--- src/rtl/gpr_csr_file.sv ---
// Integer register file with a small machine-mode CSR block (mhartid, mscratch, mcycle, minstret).
// Define REGFILE_BYPASS_EN to forward a same-cycle GPR write onto the read ports.
module gpr_csr_file #(
    parameter int XLEN    = 32,
    parameter int NREG    = 32,
    parameter int HART_ID = 0,
    localparam int AW     = $clog2(NREG)
) (
    input  logic            clk,
    input  logic            rst,
    input  logic [AW-1:0]   rs1,
    input  logic [AW-1:0]   rs2,
    output logic [XLEN-1:0] rs1_value,
    output logic [XLEN-1:0] rs2_value,
    input  logic [AW-1:0]   rd,
    input  logic [XLEN-1:0] rd_value,
    input  logic            rd_we,
    input  logic            csr_valid,
    input  logic [1:0]      csr_op,
    input  logic [11:0]     csr_addr,
    input  logic [XLEN-1:0] csr_wdata,
    output logic [XLEN-1:0] csr_rdata,
    output logic            csr_illegal,
    input  logic            instret_inc
);

    localparam bit IS32 = (XLEN == 32);

    localparam logic [11:0] ADDR_MHARTID   = 12'hF14;
    localparam logic [11:0] ADDR_MSCRATCH  = 12'h340;
    localparam logic [11:0] ADDR_MCYCLE    = 12'hB00;
    localparam logic [11:0] ADDR_MINSTRET  = 12'hB02;
    localparam logic [11:0] ADDR_MCYCLEH   = 12'hB80;
    localparam logic [11:0] ADDR_MINSTRETH = 12'hB82;
    localparam logic [11:0] ADDR_CYCLE     = 12'hC00;
    localparam logic [11:0] ADDR_INSTRET   = 12'hC02;
    localparam logic [11:0] ADDR_CYCLEH    = 12'hC80;
    localparam logic [11:0] ADDR_INSTRETH  = 12'hC82;

    localparam logic [1:0] OP_READ = 2'b00;
    localparam logic [1:0] OP_RW   = 2'b01;
    localparam logic [1:0] OP_RS   = 2'b10;
    localparam logic [1:0] OP_RC   = 2'b11;

    logic [XLEN-1:0] regs_q [NREG];
    logic [XLEN-1:0] regs_d [NREG];
    logic [XLEN-1:0] mscratch_q, mscratch_d;
    logic [63:0]     mcycle_q, mcycle_d;
    logic [63:0]     minstret_q, minstret_d;

    logic            csr_known;
    logic            csr_ro;
    logic            csr_wr;
    logic            csr_commit;
    logic [XLEN-1:0] csr_old;
    logic [XLEN-1:0] csr_new;

    // Low-half write: on RV32 only bits 31:0 change, on RV64 the whole counter is replaced.
    function automatic logic [63:0] write_lo(input logic [63:0] old, input logic [XLEN-1:0] v);
        if (IS32) begin
            return {old[63:32], v[31:0]};
        end
        return 64'(v);
    endfunction

    function automatic logic [63:0] write_hi(input logic [63:0] old, input logic [XLEN-1:0] v);
        return {v[31:0], old[31:0]};
    endfunction

    function automatic logic [XLEN-1:0] gpr_read(input logic [AW-1:0] addr);
        logic [XLEN-1:0] val;
        val = (addr == '0) ? '0 : regs_q[addr];
`ifdef REGFILE_BYPASS_EN
        if (rd_we && (rd != '0) && (addr == rd)) begin
            val = rd_value;
        end
`endif
        return val;
    endfunction

    always_comb begin
        rs1_value = gpr_read(rs1);
        rs2_value = gpr_read(rs2);
    end

    always_comb begin
        regs_d = regs_q;
        if (rd_we && (rd != '0)) begin
            regs_d[rd] = rd_value;
        end
        regs_d[0] = '0;
    end

    // Address decode: which CSR is selected, whether it is read-only, and its current value.
    always_comb begin
        csr_known = 1'b0;
        csr_ro    = 1'b0;
        csr_old   = '0;
        case (csr_addr)
            ADDR_MHARTID: begin
                csr_known = 1'b1;
                csr_ro    = 1'b1;
                csr_old   = XLEN'(HART_ID);
            end
            ADDR_MSCRATCH: begin
                csr_known = 1'b1;
                csr_old   = mscratch_q;
            end
            ADDR_MCYCLE, ADDR_CYCLE: begin
                csr_known = 1'b1;
                csr_ro    = (csr_addr == ADDR_CYCLE);
                csr_old   = XLEN'(mcycle_q);
            end
            ADDR_MINSTRET, ADDR_INSTRET: begin
                csr_known = 1'b1;
                csr_ro    = (csr_addr == ADDR_INSTRET);
                csr_old   = XLEN'(minstret_q);
            end
            ADDR_MCYCLEH, ADDR_CYCLEH: begin
                if (IS32) begin
                    csr_known = 1'b1;
                    csr_ro    = (csr_addr == ADDR_CYCLEH);
                    csr_old   = XLEN'(mcycle_q[63:32]);
                end
            end
            ADDR_MINSTRETH, ADDR_INSTRETH: begin
                if (IS32) begin
                    csr_known = 1'b1;
                    csr_ro    = (csr_addr == ADDR_INSTRETH);
                    csr_old   = XLEN'(minstret_q[63:32]);
                end
            end
            default: begin
                csr_known = 1'b0;
            end
        endcase
    end

    // Set/clear with an all-zero mask is a pure read and must not trip the read-only check.
    always_comb begin
        csr_wr = (csr_op == OP_RW) ||
                 (((csr_op == OP_RS) || (csr_op == OP_RC)) && (csr_wdata != '0));
        case (csr_op)
            OP_RW:   csr_new = csr_wdata;
            OP_RS:   csr_new = csr_old | csr_wdata;
            OP_RC:   csr_new = csr_old & ~csr_wdata;
            OP_READ: csr_new = csr_old;
            default: csr_new = csr_old;
        endcase
        csr_commit  = csr_valid && csr_known && csr_wr && !csr_ro;
        csr_illegal = csr_valid && (!csr_known || (csr_wr && csr_ro));
        csr_rdata   = (csr_valid && csr_known) ? csr_old : '0;
    end

    // Full 64-bit increment carries across halves; a CSR write replaces the increment entirely.
    always_comb begin
        mscratch_d = mscratch_q;
        mcycle_d   = mcycle_q + 64'd1;
        minstret_d = minstret_q + {63'd0, instret_inc};
        if (csr_commit) begin
            case (csr_addr)
                ADDR_MSCRATCH:  mscratch_d = csr_new;
                ADDR_MCYCLE:    mcycle_d   = write_lo(mcycle_q, csr_new);
                ADDR_MCYCLEH:   mcycle_d   = write_hi(mcycle_q, csr_new);
                ADDR_MINSTRET:  minstret_d = write_lo(minstret_q, csr_new);
                ADDR_MINSTRETH: minstret_d = write_hi(minstret_q, csr_new);
                default:        mscratch_d = mscratch_q;
            endcase
        end
    end

    always_ff @(posedge clk or posedge rst) begin
        if (rst) begin
            for (int i = 0; i < NREG; i++) begin
                regs_q[i] <= '0;
            end
            mscratch_q <= '0;
            mcycle_q   <= '0;
            minstret_q <= '0;
        end else begin
            regs_q     <= regs_d;
            mscratch_q <= mscratch_d;
            mcycle_q   <= mcycle_d;
            minstret_q <= minstret_d;
        end
    end

endmodule

--- config.mk ---
export PLATFORM = sky130hd
export DESIGN_NAME = gpr_csr_file
export DESIGN_NICKNAME = d
export VERILOG_FILES = /design/src/rtl/gpr_csr_file.sv
export SDC_FILE = /design/constraint.sdc
export NUM_CORES = 2
export LEC_CHECK = 0
export CORE_ASPECT_RATIO = 1.4
export CORE_MARGIN = 1.5
export CORE_UTILIZATION = 47
export DETAILED_ROUTE_END_ITERATION = 7
export SLEW_MARGIN = 20
export SYNTH_ARGS = -nofsm -noshare
export SYNTH_HDL_FRONTEND = slang
export SYNTH_SLANG_ARGS = --single-unit
--- constraint.sdc ---
create_clock -name clk -period 58.6 [get_ports clk]
set_clock_uncertainty 0.05 [all_clocks]
set_input_delay 11.72 -clock clk [delete_from_list [all_inputs] [get_ports clk]]
set_output_delay 11.72 -clock clk [all_outputs]
set_load 0.01 [all_outputs]
==> impl_metrics.yaml <==
worst_setup_path:
  end_kind: "output port"
  crit_fanout: 82
  r2r-start: "mcycle_q[4]$_DFFE_PP0P_"
  crit_slowest_cell: "buf_4"
  critPathKind: "input pin to output port"
  crit_start: "rs2[0]"
  cp_cell_sequence: "buf_8 > buf_4 > mux4_2 > mux4_2 > mux2_2 > clkdlybuf4s50_1"
  worstPathArrival_ns: 15.37
  rr_worst_depth: 6
  rr_endpoint: "mcycle_q[55]$_DFFE_PP0P_"
  regToRegSetupSlack_ns: 54.30
  crit_path_frequent_cell: "mux4_2"
  cp-start-kind: "input pin"
  crit_family: "buffers and inverters"
  crit_required_ns: 46.83
  path_buf_inv: 3
  slowest_delay_ns: 0.88
min_path:
  min_to: "mscratch_q[24]$_DFFE_PP0P_"
  min_from: "mscratch_q[24]$_DFFE_PP0P_"
  hp-class: "register to register"
  min_path_cells: 2
yosys:
  synth_common_cells: "dfrtp_1, mux2_2, mux4_2"
  synth_top_area_cell: "dfrtp_1"
  synthTopCellsByArea: "dfrtp_1, mux4_2, mux2_2"
  synthesis.area_um2: 64200
  ys_seq_area_share_pct: 44.9
  synthCells: 4541
  yosys_warnings: 0
  synth_edf_count: 0
  avgSynthCellArea_um2: 14.1
  synth.net_count: 4642
  synth_top_area_share_pct: 44.9
  synth_cell_types: 80
  synthFlopType: "dfrtp_1"
  ys_ff_latch: 1152
  async_reset_ff_share_pct: 100
  synth_most_common_cell: "dfrtp_1"
layout:
  final_core_util_pct: 53.0
  stdcell_count: 6392
  syn_to_final_growth_pct: 12.0
  fill_cells: 11400
  fin_nets: 4614
  fin_area_um2: 71900
  drive_gt1_share_pct: 45.9
sta:
  worstMarginPinSlew_ns: 1.26
  min_period_ns: 27.14
  drv_slew: 0
  tns_ns: 0
  clock.fmax_mhz: 36.8
  hold_viol: 0
  rsz0062_at_grt: "no"
  fin_crit_sh_pct: 46.3
  max_slew_margin_pct: 15.8
  setup_viol: 0
clock_tree:
  h-tree-depth: 3
  hold_buffers: 0
  clockBufferDepth: 3
  cts_resized: 0
  cts_inserted_buffers: 116
  cts_setup_buffers: 0
  cts_tree: "built"
  cts-root-buf: "clkbuf_16"
  clkSlewWorstSetupHoldPaths_ns: 0.06
  clk-insertion-delay-late_ns: 0.75
  cts_sinks: 1152
power:
  power_switching_mw: 0.618
  power.leakage_nw: 29.8
  power_frac_seq_pct: 44.6
  combinationalPowerShare_pct: 20.8
  power_density_nw_per_um2: 32.4
  clkPwrFrac_pct: 34.6
  switching_share_pct: 26.5
  total_power_mw: 2.33
  peakVddDrop_uv: 29.4
  p_int_mw: 1.71
detailed_routing:
  vias: 42900
  routedWlPerCell_um: 32.5
  routed_wl_mm: 208
  drt-pass1-iter-count: 8
  viasPerCell: 6.72
  antenna_left: 0
  drc_errors: 0
  drtIter0Drc: 3438
placement:
  place_hpwl_mm: 121
  dpl_cell_area_um2: 67800
  dp.cells: 6176
  gp_congestion: 1.04
  io_buffers: 194
global_routing:
  grt_usage_pct: 30.3
  grt_overflow: 0
  grt_start_max_net_pins: 132
  grt_pass1_wl_mm: 307
  antenna_found_initial: 8
  grt_pass1_vias: 44200
run_status:
  outcome: "complete, no violations"
die:
  num_rows: 160
  coreArea_um2: 136000
  io_pins: 195
  fp.dieArea_um2: 139000
  die_width_um: 315
  dieHeight_um: 440
  start_util_pct: 47.3
run:
  drv_cap: 0
==> flip-flops by register name, summed over array words and instances, names as in the netlist <==
signal / count
regs_q: 992
mcycle_q: 64
minstret_q: 64
mscratch_q: 32
==> cells by family after synthesis <==
kind of cell	share of synthesized area, %
adder cells (fa/ha/maj)	0.0585
AND/OR/NAND/NOR	4.96
multiplexers	41.3
buffers and inverters	2.81
flip-flops	44.9
XOR/XNOR	0.641
AO/OA/AOI/OAI	5.32
==> through the flow <==
stage | hold slack, ns | worst slack, ns
2_1_floorplan | 0.399 | 14.38
3_3_place_gp | 0.412 | 31.36
3_5_place_dp | 0.421 | 31.36
4_1_cts | 0.436 | 31.36
5_1_grt | 0.461 | 31.19
6_report | 0.433 | 31.46
==> cell type report <==
| class | count | area (um^2) | area share, % |
|---|---|---|---|
| Multi-Input combinational cell | 2931 | 34000 | 47.3 |
| Tap cell | 1782 | 2230 | 3.10 |
| Antenna cell | 4 | 10.0 | 0.0139 |
| Clock inverter | 47 | 694 | 0.966 |
| Clock buffer | 164 | 3370 | 4.68 |
| Sequential cell | 1152 | 28800 | 40.1 |
| Inverter | 21 | 86.3 | 0.120 |
| Timing Repair Buffer | 291 | 2690 | 3.74 |
==> tightest hold or removal path, delay by kind of cell (launching register included) <==
kind,cells,cell delay (ns)
flip-flops,1,0.34
AO/OA/AOI/OAI,1,0.06
AND/OR/NAND/NOR,1,0.04
==> metal layers <==
| metal | part of all wire (%) | up-vias | GRT usage, % |
|---|---|---|---|
| li1 | - | 17600 | - |
| met1 | 39 | 23200 | 38.5 |
| met2 | 49 | 1606 | 49.9 |
| met3 | 5.7 | 548 | 4.63 |
| met4 | 5.9 | 6 | 16.6 |
| met5 | 0.019 | - | 0 |
==> layout by cell type, fill, tap and decap left out, types with 31 or more instances in the layout <==
| master | instances |
|---|---|
| nor3_1 | 50 |
| dfrtp_1 | 1152 |
| clkbuf_16 | 119 |
| buf_4 | 96 |
| mux4_2 | 592 |
| a211oi_1 | 41 |
| clkdlybuf4s50_1 | 176 |
| a21oi_1 | 97 |
| nand4_1 | 46 |
| mux2_2 | 1130 |
| nor2_1 | 97 |
| a22o_1 | 73 |
| xnor2_1 | 44 |
| nand2_1 | 163 |
| a22oi_1 | 32 |
| mux2i_1 | 48 |
| nor4_1 | 31 |
| o21ai_0 | 103 |
| nand3_1 | 58 |
==> worst max path at each step <==
stage	to	depth (start not counted)
after detailed placement	rs2_value[25]	6
after floorplan	mcycle_q[0]$_DFFE_PP0P_	1
final	rs2_value[25]	6
after CTS	rs2_value[25]	6
after global routing	rs2_value[25]	6
after global placement	rs2_value[22]	6
==> power by group through the flow <==
stage | clock network [mW] | registers [mW] | logic, mW
2_1_floorplan | 0 | 1.02 | 0.369
3_3_place_gp | 0 | 1.04 | 0.477
3_5_place_dp | 0 | 1.05 | 0.486
4_1_cts | 0.820 | 1.03 | 0.488
5_1_grt | 0.850 | 1.06 | 0.516
6_report | 0.805 | 1.04 | 0.485
Note: power is estimated with default switching activity, not from simulation.
